### config.mk
export PLATFORM = sky130hd
export DESIGN_NAME = cfg_reg_arbiter
export DESIGN_NICKNAME = d
export VERILOG_FILES = /design/src/rtl/cfg_reg_arbiter.sv
export SDC_FILE = /design/constraint.sdc
export NUM_CORES = 1
export LEC_CHECK = 0
export BUFFER_PORTS_ARGS = -buffer_cell sky130_fd_sc_hd__buf_4
export CAP_MARGIN = 10
export CORE_ASPECT_RATIO = 1.25
export CORE_MARGIN = 3
export CORE_UTILIZATION = 45
export CTS_CLUSTER_SIZE = 24
export DETAILED_ROUTE_END_ITERATION = 8
export GPL_ROUTABILITY_DRIVEN = 0
export GPL_TIMING_DRIVEN = 1
export PLACE_DENSITY_LB_ADDON = 0.05
export SYNTH_ARGS = -nofsm -noshare
export SYNTH_HDL_FRONTEND = slang
export SYNTH_SLANG_ARGS = --single-unit
### constraint.sdc
create_clock -name clk -period 2.45 [get_ports clk]
set_input_delay 0.1225 -clock clk [delete_from_list [all_inputs] [get_ports clk]]
set_output_delay 0.1225 -clock clk [all_outputs]
set_load 0.02 [all_outputs]
### src/rtl/cfg_reg_arbiter.sv
// cfg_reg_arbiter: two-requester, round-robin arbiter that owns a small
// configuration register file (channel enables, PWM-mode selects, PWM duty).
//
// Ports
//   clk, rst_n                 clock, asynchronous active-low reset
//   a_valid/a_addr/a_data      write request from A (SPI-decoded transaction)
//   b_valid/b_addr/b_data      write request from B (on-chip sequencer)
//   a_ready/b_ready            write-accepted pulse for the granted requester
//   wr_err                     pulse alongside ready when the write was not applied
//   en_out[15:0]               per-channel output enables   (0x00 low, 0x01 high)
//   en_pwm_mode[15:0]          per-channel PWM-mode select  (0x02 low, 0x03 high)
//   pwm_duty[7:0]              shared duty cycle            (0x04)
//
// Build option
//   CFG_ARB_LOCK_EN            adds a lock bit at 0x05 (written by A only);
//                              when set, B writes to 0x00-0x05 are refused.
//
// a_ready/b_ready/wr_err are decoded from the GRANT state and the winner's
// live valid/addr, so a requester that withdraws during GRANT gets no pulse.
// The register file itself is fully registered.

module cfg_reg_arbiter (
    input  logic        clk,
    input  logic        rst_n,
    input  logic        a_valid,
    input  logic [6:0]  a_addr,
    input  logic [7:0]  a_data,
    input  logic        b_valid,
    input  logic [6:0]  b_addr,
    input  logic [7:0]  b_data,
    output logic        a_ready,
    output logic        b_ready,
    output logic        wr_err,
    output logic [15:0] en_out,
    output logic [15:0] en_pwm_mode,
    output logic [7:0]  pwm_duty
);

    localparam int unsigned ADDR_W = 7;
    localparam int unsigned DATA_W = 8;
    localparam int unsigned CH_W   = 16;

    localparam logic [ADDR_W-1:0] ADDR_EN_LO  = ADDR_W'(8'h00);
    localparam logic [ADDR_W-1:0] ADDR_EN_HI  = ADDR_W'(8'h01);
    localparam logic [ADDR_W-1:0] ADDR_PWM_LO = ADDR_W'(8'h02);
    localparam logic [ADDR_W-1:0] ADDR_PWM_HI = ADDR_W'(8'h03);
    localparam logic [ADDR_W-1:0] ADDR_DUTY   = ADDR_W'(8'h04);
`ifdef CFG_ARB_LOCK_EN
    localparam logic [ADDR_W-1:0] ADDR_LOCK   = ADDR_W'(8'h05);
`endif

    typedef enum logic {
        IDLE  = 1'b0,
        GRANT = 1'b1
    } state_e;

    state_e              state_q, state_d;
    logic                win_b_q, win_b_d;    // 1: B holds the current grant
    logic                prio_b_q, prio_b_d;  // 1: B wins the next tie
    logic [CH_W-1:0]     en_out_q, en_out_d;
    logic [CH_W-1:0]     en_pwm_q, en_pwm_d;
    logic [DATA_W-1:0]   duty_q, duty_d;

    // Winner's request as seen during GRANT
    logic                sel_valid;
    logic [ADDR_W-1:0]   sel_addr;
    logic [DATA_W-1:0]   sel_data;
    logic                addr_mapped;
    logic                wr_blocked;

    assign sel_valid = win_b_q ? b_valid : a_valid;
    assign sel_addr  = win_b_q ? b_addr  : a_addr;
    assign sel_data  = win_b_q ? b_data  : a_data;

`ifdef CFG_ARB_LOCK_EN
    logic lock_q, lock_d;

    // B may never write the lock itself, and is shut out entirely while locked
    assign addr_mapped = (sel_addr <= ADDR_LOCK);
    assign wr_blocked  = win_b_q && addr_mapped && (lock_q || (sel_addr == ADDR_LOCK));
`else
    assign addr_mapped = (sel_addr <= ADDR_DUTY);
    assign wr_blocked  = 1'b0;
`endif

    // State, arbitration and register file flops
    always_ff @(posedge clk or negedge rst_n) begin
        if (!rst_n) begin
            state_q  <= IDLE;
            win_b_q  <= 1'b0;
            prio_b_q <= 1'b0;
            en_out_q <= '0;
            en_pwm_q <= '0;
            duty_q   <= '0;
        end else begin
            state_q  <= state_d;
            win_b_q  <= win_b_d;
            prio_b_q <= prio_b_d;
            en_out_q <= en_out_d;
            en_pwm_q <= en_pwm_d;
            duty_q   <= duty_d;
        end
    end

`ifdef CFG_ARB_LOCK_EN
    // Lock bit flop
    always_ff @(posedge clk or negedge rst_n) begin
        if (!rst_n) begin
            lock_q <= 1'b0;
        end else begin
            lock_q <= lock_d;
        end
    end
`endif

    // Next-state, arbitration, write decode and accept pulses
    always_comb begin
        state_d  = state_q;
        win_b_d  = win_b_q;
        prio_b_d = prio_b_q;
        en_out_d = en_out_q;
        en_pwm_d = en_pwm_q;
        duty_d   = duty_q;
`ifdef CFG_ARB_LOCK_EN
        lock_d   = lock_q;
`endif
        a_ready  = 1'b0;
        b_ready  = 1'b0;
        wr_err   = 1'b0;

        unique case (state_q)
            IDLE: begin
                if (a_valid || b_valid) begin
                    state_d = GRANT;
                    win_b_d = (a_valid && b_valid) ? prio_b_q : b_valid;
                end
            end
            GRANT: begin
                state_d = IDLE;
                if (sel_valid) begin
                    a_ready  = !win_b_q;
                    b_ready  = win_b_q;
                    // Pointer moves only on a completed grant
                    prio_b_d = !win_b_q;
                    if (!addr_mapped || wr_blocked) begin
                        wr_err = 1'b1;
                    end else begin
                        case (sel_addr)
                            ADDR_EN_LO:  en_out_d[7:0]  = sel_data;
                            ADDR_EN_HI:  en_out_d[15:8] = sel_data;
                            ADDR_PWM_LO: en_pwm_d[7:0]  = sel_data;
                            ADDR_PWM_HI: en_pwm_d[15:8] = sel_data;
                            ADDR_DUTY:   duty_d         = sel_data;
`ifdef CFG_ARB_LOCK_EN
                            ADDR_LOCK:   lock_d         = sel_data[0];
`endif
                            default: ;
                        endcase
                    end
                end
            end
            default: state_d = IDLE;
        endcase
    end

    assign en_out      = en_out_q;
    assign en_pwm_mode = en_pwm_q;
    assign pwm_duty    = duty_q;

endmodule

==> summary.txt <==
Die
  • Core Area: 3940 um2
  • Chip width: 64.3 um
  • Std cell rows: 25
  • Total Die Area: between 5000 and 6000 um2
  • # IOs: 77
  • Die Y: 78.9 um
  • Starting Density: 48.5%

Synth
  • Compound-Gate Fraction of Synth Area: under 10%
  • Mapped Nets: 169
  • Post-synthesis sequential area ratio: 56.2%
  • XOR/XNOR Fraction of Synth Area: 0%
  • Mux share of post-synthesis cell area: roughly 29%
  • Area leader, netlist: dfrtp_1
  • Post-synth top area share: 56.2%
  • Area contributors post-synth: dfrtp_1 56%, mux2_2 29%, nor3_4 1.7%
  • Top FF cell, synth: dfrtp_1
  • Avg Cell Area, Syn: around 14 um2
  • Adder-cell share of the synthesized area: 0%
  • Netlist cell types: 23
  • Yosys warnings: 0
  • Post-synth EDFFs: 0
  • Synth async-reset ratio: 100%
  • Simple-gate share of the synthesized area: 8.57%
  • Mapped Cells: 135
  • Largest family of logic cells by synthesized area: multiplexers
  • Cell Area, Synth: 1910 um2
  • Seq cells post-synth: 43

STA
  • Slew @ Worst Pin: 0.612 ns
  • Hold Slack: between 0.05 and 0.06 ns
  • Final min period: 2.25 ns
  • RSZ-0062 raised after global routing: no
  • Slew headroom: between 50% and 60%
  • Fin. Hold Viols: 0
  • Max Transition Viols Final: 0
  • Finish-stage setup viols: 0
  • Post-route setup slack: about 0.20 ns
  • Final period util: 91.7%
  • Fmax: 445 MHz
  • Post-route setup TNS: 0 ns
  • Final Skew: between 0.006 and 0.007 ns

CTS
  • TritonCTS Sinks: 43
  • CTS buffer count: 5
  • Insertion delay to the later sink of the worst-skew pair: between 0.2 and 0.3 ns
  • Reg clk slew, reported paths: about 0.07 ns
  • Postcts setup bufs: 0
  • Clock tree from TritonCTS: done
  • Root buffer cell: clkbuf_8
  • CTS max path bufs: 2
  • H-tree Lvls: 2

Global routing
  • GRT Total Usage: about a fifth
  • First-pass GRT wire length: 7370 um
  • GR Overflow Total: 0
  • Largest net degree at the start of global routing: 44
  • Initial antenna violation count: 0
  • Vias in the first global route: 1481

Placement
  • DP HPWL: 3370 um
  • Placed insts: 262
  • Port bufs: 76
  • Placed Area: 2540 um2
  • Dpl ws: 0.223 ns

Power and ir drop
  • Leakage power: between 1 and 1.5 nW
  • Power per cell area: 679 nW/um2
  • Max rail drop VDD: slightly above 0.4 mV
  • Total power: 1.80 mW

Setup path
  • Critical path buffers and inverters: 1
  • Largest incremental delay on the critical path: 0.53 ns
  • Worst R2R End: en_pwm_mode[14]
  • Critical Path AT: 2.42 ns
  • Reg-to-reg slack, setup: around 0.20 ns
  • Critical Path Slowest Stage Cell: a21oi_2
  • Req. time, crit path: 2.62 ns
  • Critical-path cell list: buf_4 > nor3_1 > nand3_1 > a21oi_2 > mux2_2
  • Crit path max fanout: 23
  • CP Class: reg -> reg
  • CP Capture Type: register
  • R2r worst-path depth: 5
  • Crit path max-delay family: simple AND/OR/NAND/NOR gates
  • CP Launch Type: register
  • RR Startpoint: win_b_q

Drt
  • Antenna-violating nets left: 0
  • DR WL/cell: approximately 17 um
  • Vias per cell: 5.15
  • Final WL: 4520 um
  • # DRC: 0
  • Vias: between 1000 and 1500
  • DRT iter0 DRCs: 68
  • DR pass1 iterations: 4

Cells and area
  • Antenna diodes: 0
  • Final instance area: 2640 um2
  • Filler cells: about 330
  • Area Growth Syn to Fin: 38.2%
  • Util after Layout: 67.1%
  • Final net count: 250
  • Fin cells: 271
  • Most frequent cells in the layout: 77 x buf_4, 50 x mux2_2, 43 x dfrtp_1, 7 x nor2_1, 6 x clkbuf_8
  • Most common cell after layout, fill and taps aside: buf_4
  • Share of cells above drive strength 1: 64.5%

Run status
  • Run status: completed

Hold path
  • Hold Crit Start: a_valid
  • Worst Hold Path EP: win_b_q
  • Hold depth: 2
  • Min-Delay Path Class: in -> reg

Flow run
  • Max-cap violation count: 0
==> where the power goes <==
group	total (mW)	switching, mW	internal [mW]
Sequential	0.835	0.0465	0.788
Clock	0.458	0.227	0.231
Combinational	0.503	0.264	0.239
==> per-layer routing <==
metal  GRT usage, %  up-vias  part of all wire [%]
li1               -      657                     -
met1           23.3      665                    41
met2           32.2       73                    49
met3           5.23        2                   9.0
met4           5.50        0                  0.49
met5              0        -                     0
==> area by class of cell <==
class	instances	area [um2]	share of cell area, %
sequential	43	1080	40.7
clock buffer	7	86.3	3.27
tap	54	67.6	2.56
timing repair buffer	78	588	22.2
multi-input combinational	86	810	30.6
clock inverter	1	8.76	0.331
inverter	2	7.51	0.284
==> how the worst max path moves through the flow <==
stage	startpoint	end	depth (start not counted)
after global routing	win_b_q	en_pwm_mode[11]	5
after global placement	win_b_q	en_pwm_mode[13]	5
final	win_b_q	en_pwm_mode[14]	5
after floorplan	win_b_q	en_out[0]	4
after CTS	win_b_q	en_pwm_mode[14]	5
after detailed placement	win_b_q	en_pwm_mode[10]	5
==> what timing repair did <==
item | in CTS | in global routing
setup endpoints to repair | 0 | 0
gates resized for setup | 0 | 0
hold buffers | 1 | 0
hold endpoints to repair | 43 | 0
==> cells by family after synthesis <==
kind of cell | after synthesis
AO/OA/AOI/OAI | 12
flip-flops | 43
buffers and inverters | 6
multiplexers | 50
AND/OR/NAND/NOR | 24
==> synth_stat cells (2+ instances only) <==
cell / count
nand2_1: 3
mux2_2: 50
a21oi_1: 4
nand3b_1: 2
a21o_1: 2
buf_2: 4
dfrtp_1: 43
inv_1: 2
nor3_1: 2
nor2_1: 7
o22ai_1: 2
nand4b_1: 2
nor3_4: 2
==> sequential cells by signal, indices dropped and copies added, names as in the netlist <==
signal and flops:
prio_b_q 1, pwm_duty 8, en_pwm_mode 16, en_out 16
win_b_q 1, state_q 1
No activity file was read; power rests on OpenSTA's default activity.
